===== src/rtl/segasys1_video_pkg.sv =====
`timescale 1ns/1ps
// SEGA System 1 video timing defaults, IRQ state encoding and the modulo-add helper
// shared by the H/V timing generator and its window comparators.
package segasys1_video_pkg;

  localparam int unsigned HTOTAL_DEF   = 320;
  localparam int unsigned VTOTAL_DEF   = 260;
  localparam int unsigned HACTIVE_DEF  = 256;
  localparam int unsigned VACTIVE_DEF  = 224;
  localparam int unsigned HS_START_DEF = 280;
  localparam int unsigned HS_LEN_DEF   = 24;
  localparam int unsigned VS_START_DEF = 236;
  localparam int unsigned VS_LEN_DEF   = 3;
  localparam int unsigned IRQ_LEN_DEF  = 65;
  localparam int unsigned IRQ_CNT_W    = 7;

  typedef logic [IRQ_CNT_W-1:0] irq_cnt_t;

  // HOLD is the trigger-wins rule inside ASSERT; its encoding is reserved and recovers to IDLE.
  typedef enum logic [1:0] {
    IDLE   = 2'd0,
    ASSERT = 2'd1,
    HOLD   = 2'd2
  } irq_state_e;

  // base + small signed offset, folded back into [0, total); base must already be < total.
  function automatic logic [9:0] wrap_add(input logic [9:0] base,
                                          input logic [9:0] offs,
                                          input logic [9:0] total);
    logic [9:0] sum;
    sum = base + offs;
    if (offs[9] && (sum > base)) return sum + total;
    else if (sum >= total)       return sum - total;
    else                         return sum;
  endfunction

endpackage


===== src/rtl/segasys1_hvt_window.sv =====
`timescale 1ns/1ps
// Modulo-wrapped window comparator: hit_o is 1 when pos_i lies in the LEN-long window
// starting at START+offs_i, with the window allowed to run across the TOTAL wrap point.
module segasys1_hvt_window
  import segasys1_video_pkg::*;
#(
  parameter int unsigned TOTAL = HTOTAL_DEF,
  parameter int unsigned START = HS_START_DEF,
  parameter int unsigned LEN   = HS_LEN_DEF
) (
  input  logic [8:0] pos_i,
  input  logic [3:0] offs_i,
  output logic       hit_o
);

  localparam logic [9:0] TOTAL_W = 10'(TOTAL);
  localparam logic [9:0] START_W = 10'(START);
  localparam logic [9:0] LEN_W   = 10'(LEN);

  logic [9:0] start_w;
  logic [9:0] pos_w;
  logic [9:0] dist_w;

  // NOTE: every variable gets a value on every path through always_comb, so no latch is inferred.
  always_comb begin
    start_w = wrap_add(START_W, {{6{offs_i[3]}}, offs_i}, TOTAL_W);
    pos_w   = {1'b0, pos_i};
    if (pos_w >= start_w) dist_w = pos_w - start_w;
    else                  dist_w = pos_w + TOTAL_W - start_w;
    hit_o = (dist_w < LEN_W);
  end

endmodule


===== src/rtl/segasys1_hvtiming.sv =====
`timescale 1ns/1ps
// SEGA System 1 H/V video timing: pixel/line counters, blank and sync flags, VBLK IRQ.
// Define SEGASYS1_HVT_SHIFT_EN to add the HOFFS/VOFFS sync-offset ports (frame-start sampled).
module segasys1_hvtiming
  import segasys1_video_pkg::*;
#(
  parameter int unsigned HTOTAL   = HTOTAL_DEF,
  parameter int unsigned VTOTAL   = VTOTAL_DEF,
  parameter int unsigned HACTIVE  = HACTIVE_DEF,
  parameter int unsigned VACTIVE  = VACTIVE_DEF,
  parameter int unsigned HS_START = HS_START_DEF,
  parameter int unsigned HS_LEN   = HS_LEN_DEF,
  parameter int unsigned VS_START = VS_START_DEF,
  parameter int unsigned VS_LEN   = VS_LEN_DEF,
  parameter int unsigned IRQ_LEN  = IRQ_LEN_DEF
) (
  input  logic       VCLK,
  input  logic       RESET,
  input  logic       IRQ_ACK,
`ifdef SEGASYS1_HVT_SHIFT_EN
  input  logic [3:0] HOFFS,
  input  logic [3:0] VOFFS,
`endif
  output logic [8:0] PH,
  output logic [8:0] PV,
  output logic       HBLANK,
  output logic       VBLANK,
  output logic       HSYNC,
  output logic       VSYNC,
  output logic       VBLK_IRQ
);

  localparam irq_cnt_t IRQ_LAST = irq_cnt_t'(IRQ_LEN - 1);

  logic [8:0] ph_q, ph_d;
  logic [8:0] pv_q, pv_d;
  logic       ph_wrap;
  logic       hblank_q, vblank_q, hsync_q, vsync_q, irq_q;
  logic [3:0] hoffs_s, voffs_s;
  logic       h_hit, v_hit;
  logic [9:0] hs_pos;

  irq_state_e state_q, state_d;
  irq_cnt_t   cnt_q, cnt_d;
  logic       irq_d, trigger, timeout;

`ifdef SEGASYS1_HVT_SHIFT_EN
  logic [3:0] hoffs_q, voffs_q;

  // Offsets only move at frame start so a frame never sees a half-shifted sync.
  always_ff @(posedge VCLK or posedge RESET) begin
    if (RESET) begin
      hoffs_q <= '0;
      voffs_q <= '0;
    end else if (ph_q == '0 && pv_q == '0) begin
      hoffs_q <= HOFFS;
      voffs_q <= VOFFS;
    end
  end

  assign hoffs_s = hoffs_q;
  assign voffs_s = voffs_q;
`else
  assign hoffs_s = '0;
  assign voffs_s = '0;
`endif

  always_comb begin
    ph_wrap = (ph_q == 9'(HTOTAL - 1));
    ph_d    = ph_wrap ? '0 : ph_q + 9'd1;
    pv_d    = pv_q;
    if (ph_wrap) pv_d = (pv_q == 9'(VTOTAL - 1)) ? '0 : pv_q + 9'd1;
  end

  // Flags are computed from the next count so they land in the same cycle as PH/PV.
  segasys1_hvt_window #(.TOTAL(HTOTAL), .START(HS_START), .LEN(HS_LEN)) u_hwin (
    .pos_i  (ph_d),
    .offs_i (hoffs_s),
    .hit_o  (h_hit)
  );

  segasys1_hvt_window #(.TOTAL(VTOTAL), .START(VS_START), .LEN(VS_LEN)) u_vwin (
    .pos_i  (pv_d),
    .offs_i (voffs_s),
    .hit_o  (v_hit)
  );

  assign hs_pos = wrap_add(10'(HS_START), {{6{hoffs_s[3]}}, hoffs_s}, 10'(HTOTAL));

  // NOTE: sequential state uses non-blocking assignments so every flop samples pre-edge values.
  always_ff @(posedge VCLK or posedge RESET) begin
    if (RESET) begin
      ph_q     <= '0;
      pv_q     <= '0;
      hblank_q <= 1'b0;
      vblank_q <= 1'b0;
      hsync_q  <= 1'b0;
      vsync_q  <= 1'b0;
    end else begin
      ph_q     <= ph_d;
      pv_q     <= pv_d;
      hblank_q <= (ph_d >= 9'(HACTIVE));
      vblank_q <= (pv_d >= 9'(VACTIVE));
      hsync_q  <= h_hit;
      if ({1'b0, ph_d} == hs_pos) vsync_q <= v_hit;
    end
  end

  // IRQ machine: state register.
  always_ff @(posedge VCLK or posedge RESET) begin
    if (RESET) begin
      state_q <= IDLE;
      cnt_q   <= '0;
      irq_q   <= 1'b0;
    end else begin
      state_q <= state_d;
      cnt_q   <= cnt_d;
      irq_q   <= irq_d;
    end
  end

  // IRQ machine: next state. A frame trigger outranks acknowledge and timeout.
  always_comb begin
    trigger = (pv_q == 9'(VACTIVE)) && (ph_q == '0);
    timeout = (cnt_q >= IRQ_LAST);
    state_d = state_q;
    unique case (state_q)
      IDLE:    if (trigger) state_d = ASSERT;
      ASSERT: begin
        if (trigger)                  state_d = ASSERT;
        else if (IRQ_ACK || timeout)  state_d = IDLE;
      end
      default: state_d = IDLE;
    endcase
  end

  // IRQ machine: outputs and saturating timeout counter.
  always_comb begin
    irq_d = (state_d == ASSERT);
    cnt_d = '0;
    if (state_q == ASSERT && state_d == ASSERT && !trigger)
      cnt_d = (cnt_q == '1) ? cnt_q : cnt_q + 1'b1;
  end

  assign PH       = ph_q;
  assign PV       = pv_q;
  assign HBLANK   = hblank_q;
  assign VBLANK   = vblank_q;
  assign HSYNC    = hsync_q;
  assign VSYNC    = vsync_q;
  assign VBLK_IRQ = irq_q;

endmodule


===== config.mk =====
export PLATFORM = sky130hd
export DESIGN_NAME = segasys1_hvtiming
export DESIGN_NICKNAME = d
export VERILOG_FILES = /design/src/rtl/segasys1_video_pkg.sv /design/src/rtl/segasys1_hvt_window.sv /design/src/rtl/segasys1_hvtiming.sv
export SDC_FILE = /design/constraint.sdc
export NUM_CORES = 1
export LEC_CHECK = 0
export BUFFER_PORTS_ARGS = -buffer_cell sky130_fd_sc_hd__buf_4
export CAP_MARGIN = 20
export CORE_MARGIN = 4
export CORE_UTILIZATION = 51
export CTS_CLUSTER_SIZE = 25
export DETAILED_ROUTE_END_ITERATION = 10
export PLACE_DENSITY = 0.83
export RECOVER_POWER = 50
export SLEW_MARGIN = 20
export SYNTH_ARGS = -nofsm -noshare
export SYNTH_HDL_FRONTEND = slang
export SYNTH_SLANG_ARGS = --single-unit

===== constraint.sdc =====
create_clock -name VCLK -period 2.3 [get_ports VCLK]
set_input_delay 0.115 -clock VCLK [delete_from_list [all_inputs] [get_ports VCLK]]
set_output_delay 0.115 -clock VCLK [all_outputs]
set_load 0.005 [all_outputs]

==> impl_metrics.csv, run 1 <==
group,metric,value,unit
floorplanning,num_rows,22,
floorplanning,die_width,69.4,microns
logic_synthesis,synth_top_area_cell,"dfrtp_1",
logic_synthesis,yosys.cell_types.count,50,
sta,finalHoldViolCount,0,
job,drv_cap,0,
sta,fin_crit_sh,104,%
detailed_routing,first_pass_iters,4,
global_route,overflow,0,
sta,fin_skew,0.00577,ns
cells_and_area,drive_above_1_share,32.8,%
sta,report.final.setup_viol,1,
power,power,0.976,mW
cells_and_area,fill_cells,282,
logic_synthesis,synth_edf_count,0,
global_route,grt_max_degree,17,
clocking,tritoncts,"yes",
sta,fmax,418,MHz
place,dp_hpwl,3300,microns
clocking,cts_buffer_depth,2,
detailed_routing,wirelength,4630,microns
floorplanning,die_h,69.4,microns
logic_synthesis,synth.area.top_cells,"dfrtp_1 (40%), ha_1 (6.5%), xor2_1 (5.0%), nor2_1 (4.1%), nand2_1 (3.7%)",
sta,relSlewSlack,61.8,%
sta,fin_crit,2.39,ns
detailed_routing,vias,1759,
logic_synthesis,synth_commonest_cells,"dfrtp_1 (31), nor2_1 (21), nand2_1 (19)",
place,dp.cells,294,
critical_path,worst-path-max-fanout,5,
detailed_routing,drt_iter0_markers,166,
logic_synthesis,yosysMostFrequentCell,"dfrtp_1",
logic_synthesis,syn_inst,210,
critical_path,arrival,2.61,ns
logic_synthesis,synth_top_area_share,40.3,%
status,violations,"negative setup slack",
logic_synthesis,yosysWarnings,0,
floorplanning,dieArea,0.00482,sq mm
sta,slew_violations,0,
place,port-buffer-count,25,
clocking,path_clk_slew,0.07,ns
critical_path,crit_type,"reg2reg",
logic_synthesis,synthArstFlopShare,100,%
global_route,grt_pass1_wl,7820,microns
detailed_routing,drt.antenna.violating_nets,0,
clocking,clk_latency,0.29,ns
sta,tightest_slew,0.572,ns
logic_synthesis,ys.flop_type,"dfrtp_1",
cells_and_area,area_growth,31.8,%
floorplanning,start_util,52.6,%
clocking,htreeDepth,2,
sta,layout_setup_ws,-0.0948,ns
floorplanning,core,0.00366,sq mm
logic_synthesis,postSynthNetCount,223,
power,peakVddDrop,0.000257,V
logic_synthesis,synth_seq_cells,31,
clocking,cts_inserted_buffers,5,
detailed_routing,viasPerCell,5.62,
cells_and_area,stdcell_count,313,
global_route,first_global_vias,1667,
sta,rsz0062_at_grt,"yes",
global_route,grt_use_total,20.1,%
logic_synthesis,syn_area,0.00193,sq mm
critical_path,required,2.51,ns
global_route,antenna_found_initial,0,
status,status,"complete, but fails checks",
logic_synthesis,avgSynthCellArea,9.17,sq um
floorplanning,boundaryPins,26,
detailed_routing,post_drt_wl_per_cell,14.8,microns
clocking,clock_sinks,31,
critical_path,r2r_slack,-0.09,ns
cells_and_area,antennaDiodeCount,0,
critical_path,r2r_cells,10,
logic_synthesis,seq_area_frac_synth,40.3,%
worst_hold_path,worst_hold_path_type,"in2reg",
power,p_leak,1.12,nW
place,gp_congestion,0.912,
worst_hold_path,hold_depth,4,
critical_path,start_kind,"flop",
place,place_ws,-0.0319,ns
critical_path,endpoint_kind,"flop",
detailed_routing,drc,0,
power,powerDensity,385,mW/mm^2
clocking,root_buffer,"clkbuf_8",
cells_and_area,fin_nets,277,
-- final timing paths --
path                             from  endpoint
max                             PH[1]     VSYNC
min                           IRQ_ACK  VBLK_IRQ
max reg2reg                     PH[1]     VSYNC
min reg2reg                state_q[1]  VBLK_IRQ
max in group asynchronous       RESET     PH[3]
min in group asynchronous       RESET  cnt_q[2]
-- cells in the final DEF, fill, tap and decap left out, drive strengths merged, types with 3 or more instances in the layout --
cell type  instances
buf               47
dfrtp             31
nor2              21
nand2             20
inv               15
nand3             15
clkbuf            14
xor2              11
o21ai             11
ha                10
nor3               8
nor4               6
and3               5
xnor2              5
nand4              4
a31oi              4
a21oi              4
or3                3
mux2i              3
-- per-layer routing --
| layer | wire length [microns] | track usage [%] |
|---|---|---|
| met5 | 0 | 0 |
| met1 | 2010 | 26.3 |
| met4 | 82 | 8.68 |
| met2 | 2270 | 31.3 |
| met3 | 266 | 5.51 |
-- cell families (layout without fill, tap and decap cells) --
kind of cell	after synthesis	count (layout)	synth area share, %
muxes	4	4	2.34
other	1	1	0.195
AOI/OAI and AO/OA	30	30	11.2
buffers and inverters	23	78	5.26
DFF	31	31	40.3
and+or+nand+nor	95	95	27.0
xor gates and xnor gates	16	16	7.28
adders and majority gates	10	10	6.50
-- state kept, by name (all words and copies together), names as in the netlist --
register  cells
PV            9
PH            8
cnt_q         7
state_q       2
HBLANK        1
HSYNC         1
VBLANK        1
VBLK_IRQ      1
VSYNC         1
-- through the flow --
step / utilization (%) / instance area [sq um] / hold slack [ns] / setup TNS [ns]
after floorplan: - / 1950 / 0.218 / 0
after global placement: 62.8 / 2300 / 0.209 / 0
after detailed placement: 62.8 / 2300 / 0.218 / -0.0319
after CTS: 65.6 / 2400 / 0.112 / 0
after global routing: 69.3 / 2540 / 0.142 / -0.236
final: 69.3 / 2540 / 0.133 / -0.0948
-- power by group --
part / leakage, nW / switching [mW] / total, mW / internal (mW)
Sequential: 0.414 / 0.000563 / 0.547 / 0.546
Combinational: 0.665 / 0.0116 / 0.0162 / 0.00456
Clock: 0.0422 / 0.201 / 0.413 / 0.212
Total: 1.12 / 0.213 / 0.976 / 0.763
-- final cells by class --
class | instances | area (sq um) | area share [%]
Clock buffer | 7 | 76.3 | 3.01
Clock inverter | 1 | 5.00 | 0.197
Inverter | 15 | 56.3 | 2.22
Multi-Input combinational cell | 156 | 1130 | 44.7
Sequential cell | 31 | 778 | 30.7
Tap cell | 48 | 60.1 | 2.37
Timing Repair Buffer | 55 | 428 | 16.9
-- worst max-delay path, stage by stage, from the launching register on --
cell and delay (ns):
dfrtp_1 0.39, ha_4 0.18, nand2_4 0.08, or4_4 0.58, buf_12 0.16, o21ai_4 0.14, o31ai_4 0.11, ha_2 0.20
nor3b_2 0.20, o2111ai_2 0.13, o21ai_1 0.16
-- what timing repair did --
| item | CTS | global route |
|---|---|---|
| endpoints found under the setup margin | 1 | 9 |
| resized for setup | 2 | 12 |
| setup buffers | 0 | 10 |
| cloned | 0 | 0 |
| hold buffers | 1 | 0 |
| endpoints found under the hold margin | 15 | 0 |
| pin swaps | 2 | 8 |
No activity file was read; power rests on OpenSTA's default activity.
==> inputs of run 2 (changes only) <==
Settings changed: CORE_UTILIZATION 51 to 57, PLACE_DENSITY 0.83 to 0.87.
Clock period 2.3 ns to 2.55 ns, I/O delays scaled along.
==> run 2 against run 1 <==
The flow finishes with violations (max-capacitance violations, max-slew violations). Global-route usage is 2.4 points higher. Die area decreased by 9.3%. First-iteration DRC count down 11%. Critical path depth decreased by 1. Flip-flop and latch count unchanged. Final cell count down 5.8%. Non-clock buffer count decreased by 14. Maximum frequency fell by 2.3%. Setup slack improved by 0.19 ns. Clock skew is 0.014 ns higher. Largest cell class unchanged. Via count down 3.6%. Clock power about the same.
==> impl_metrics.csv, run 2 (synthesized netlist as in run 1, its figures left out) <==
group,metric,value,unit
sta,fin_setup_tns,0,ns
worst_hold_path,worst_hold_path_type,"in2reg",
cells_and_area,drive_above_1_share,25.5,%
clocking,cts_inserted_buffers,5,
sta,tightest_slew,1.64,ns
cells_and_area,antennaDiodeCount,0,
detailed_routing,wirelength,4520,microns
detailed_routing,viasPerCell,5.75,
global_route,first_global_vias,1603,
floorplanning,num_rows,20,
clocking,path_clk_slew,0.11,ns
critical_path,r2r_cells,9,
critical_path,arrival,2.73,ns
cells_and_area,fill_cells,236,
clocking,clk_latency,0.35,ns
job,drv_cap,1,
worst_hold_path,hold_depth,4,
floorplanning,core,0.00315,sq mm
detailed_routing,drc,0,
place,dp.cells,282,
sta,slew_violations,32,
critical_path,required,2.83,ns
detailed_routing,first_pass_iters,4,
detailed_routing,post_drt_wl_per_cell,15.3,microns
critical_path,cpPeakStageDelay,0.44,ns
detailed_routing,drt_iter0_markers,147,
sta,report.final.setup_viol,0,
clocking,htreeDepth,2,
critical_path,start_kind,"flop",
global_route,grt_pass1_wl,7490,microns
critical_path,crit_path_top_delay_cell,"or3_1",
global_route,antenna_found_initial,0,
power,peakVddDrop,0.000236,V
clocking,cts_buffer_depth,2,
sta,relSlewSlack,-9.45,%
clocking,root_buffer,"clkbuf_4",
worst_hold_path,hold_path_end,"VBLK_IRQ",
clocking,tritoncts,"yes",
critical_path,worst-path-max-fanout,7,
sta,finalHoldViolCount,0,
cells_and_area,area_growth,22.1,%
power,p_leak,1.05,nW
cells_and_area,largest_reg_flops,9,
critical_path,endpoint_kind,"flop",
floorplanning,boundaryPins,26,
sta,fin_crit_sh,96.2,%
clocking,clock_sinks,31,
critical_path,r2r_start,"PH[0]",
critical_path,r2r_slack,0.1,ns
status,violations,"max-capacitance violations, max-slew violations",
place,port-buffer-count,25,
cells_and_area,design_area,0.00235,sq mm
global_route,overflow,0,
place,gp_congestion,0.855,
critical_path,path_cells,"buf_4 > inv_1 > ha_1 > nor4b_1 > nand3b_1 > or3_1 > a21oi_1 > nand3_1 > nor2_1",
cells_and_area,stdcell_count,295,
sta,fmax,408,MHz
floorplanning,die_width,66.1,microns
floorplanning,dieArea,0.00437,sq mm
sta,fin_skew,0.0194,ns
detailed_routing,vias,1695,
global_route,grt_use_total,22.5,%
detailed_routing,drt.antenna.violating_nets,0,
floorplanning,start_util,61.1,%
place,dp_hpwl,3200,microns
global_route,grt_max_degree,32,
critical_path,crit_type,"reg2reg",
cells_and_area,final_cell_mix,"buf_4 (34), dfrtp_1 (31), nor2_1 (20)",
sta,fin_crit,2.45,ns
floorplanning,die_h,66.1,microns
power,powerDensity,391,mW/mm^2
cells_and_area,fin_nets,263,
cells_and_area,final_common_cell,"buf_4",
worst_hold_path,hold_start,"IRQ_ACK",
place,place_area,0.00221,sq mm
status,status,"complete, but fails checks",
critical_path,r2r-end,"cnt_q[2]",
run 2: cell types whose count changed in the layout (fill, tap and decap cells not counted), moves of 2 or more:
cell,previous run,this run
buf_4,46,34
clkbuf_8,5,1
clkbuf_4,7,10
dfrtp_1,29,31
dfrtp_2,2,0
ha_1,7,9
run 2: timing repair:
item / in CTS / in global routing
hold buffers: 1 / 0
gates resized for setup: 0 / 5
endpoints found under the hold margin: 31 / 0
buffers inserted: 0 / 4
setup endpoints to repair: 0 / 1
run 2: worst max-delay path by stage:
stage	from	cells after the start	end
after floorplan	PH[0]	11	VSYNC
after global placement	PH[1]	10	VSYNC
after detailed placement	PH[1]	10	VSYNC
after CTS	PH[1]	10	VSYNC
after global routing	PH[1]	10	VSYNC
final	PH[0]	9	cnt_q[2]
run 2: worst max-delay path, delay by kind of cell, from the launching register on:
kind	cells	cell delay, ns
buffers and inverters	2	0.22
AOI/OAI and AO/OA	1	0.21
and+or+nand+nor	5	1.40
adders and majority gates	1	0.15
DFF	1	0.41
run 2: power breakdown:
group	total (mW)	internal (mW)	switching, mW
combinational	0.0139	0.00344	0.0104
sequential	0.493	0.492	0.000411
clock	0.413	0.232	0.181
run 2: metal layers:
layer	part of all wire, %	track usage, %
met3	5.3	6.46
met1	43	28.4
met4	1.5	6.85
met2	50	37.2
met5	0	0
run 2: metrics by stage:
step | hold WS, ns | total power [mW] | utilization [%] | setup WS (ns)
CTS | 0.0590 | 0.921 | 73.0 | 0.0706
detailed placement | 0.238 | 0.516 | 70.0 | 0.103
finish | 0.0509 | 0.919 | 74.6 | 0.0979
floorplan | 0.231 | 0.510 | - | 0.105
global placement | 0.233 | 0.516 | 70.0 | 0.209
global route | 0.0383 | 0.959 | 74.6 | -0.0453
run 2: layout make-up:
type | count | area, sq um | share of cell area [%]
inverter | 15 | 56.3 | 2.39
timing repair buffer | 41 | 307 | 13.0
sequential | 31 | 776 | 33.0
tap | 44 | 55.1 | 2.34
multi-input combinational | 156 | 1070 | 45.6
clock buffer | 6 | 51.3 | 2.18
clock inverter | 2 | 35.0 | 1.49
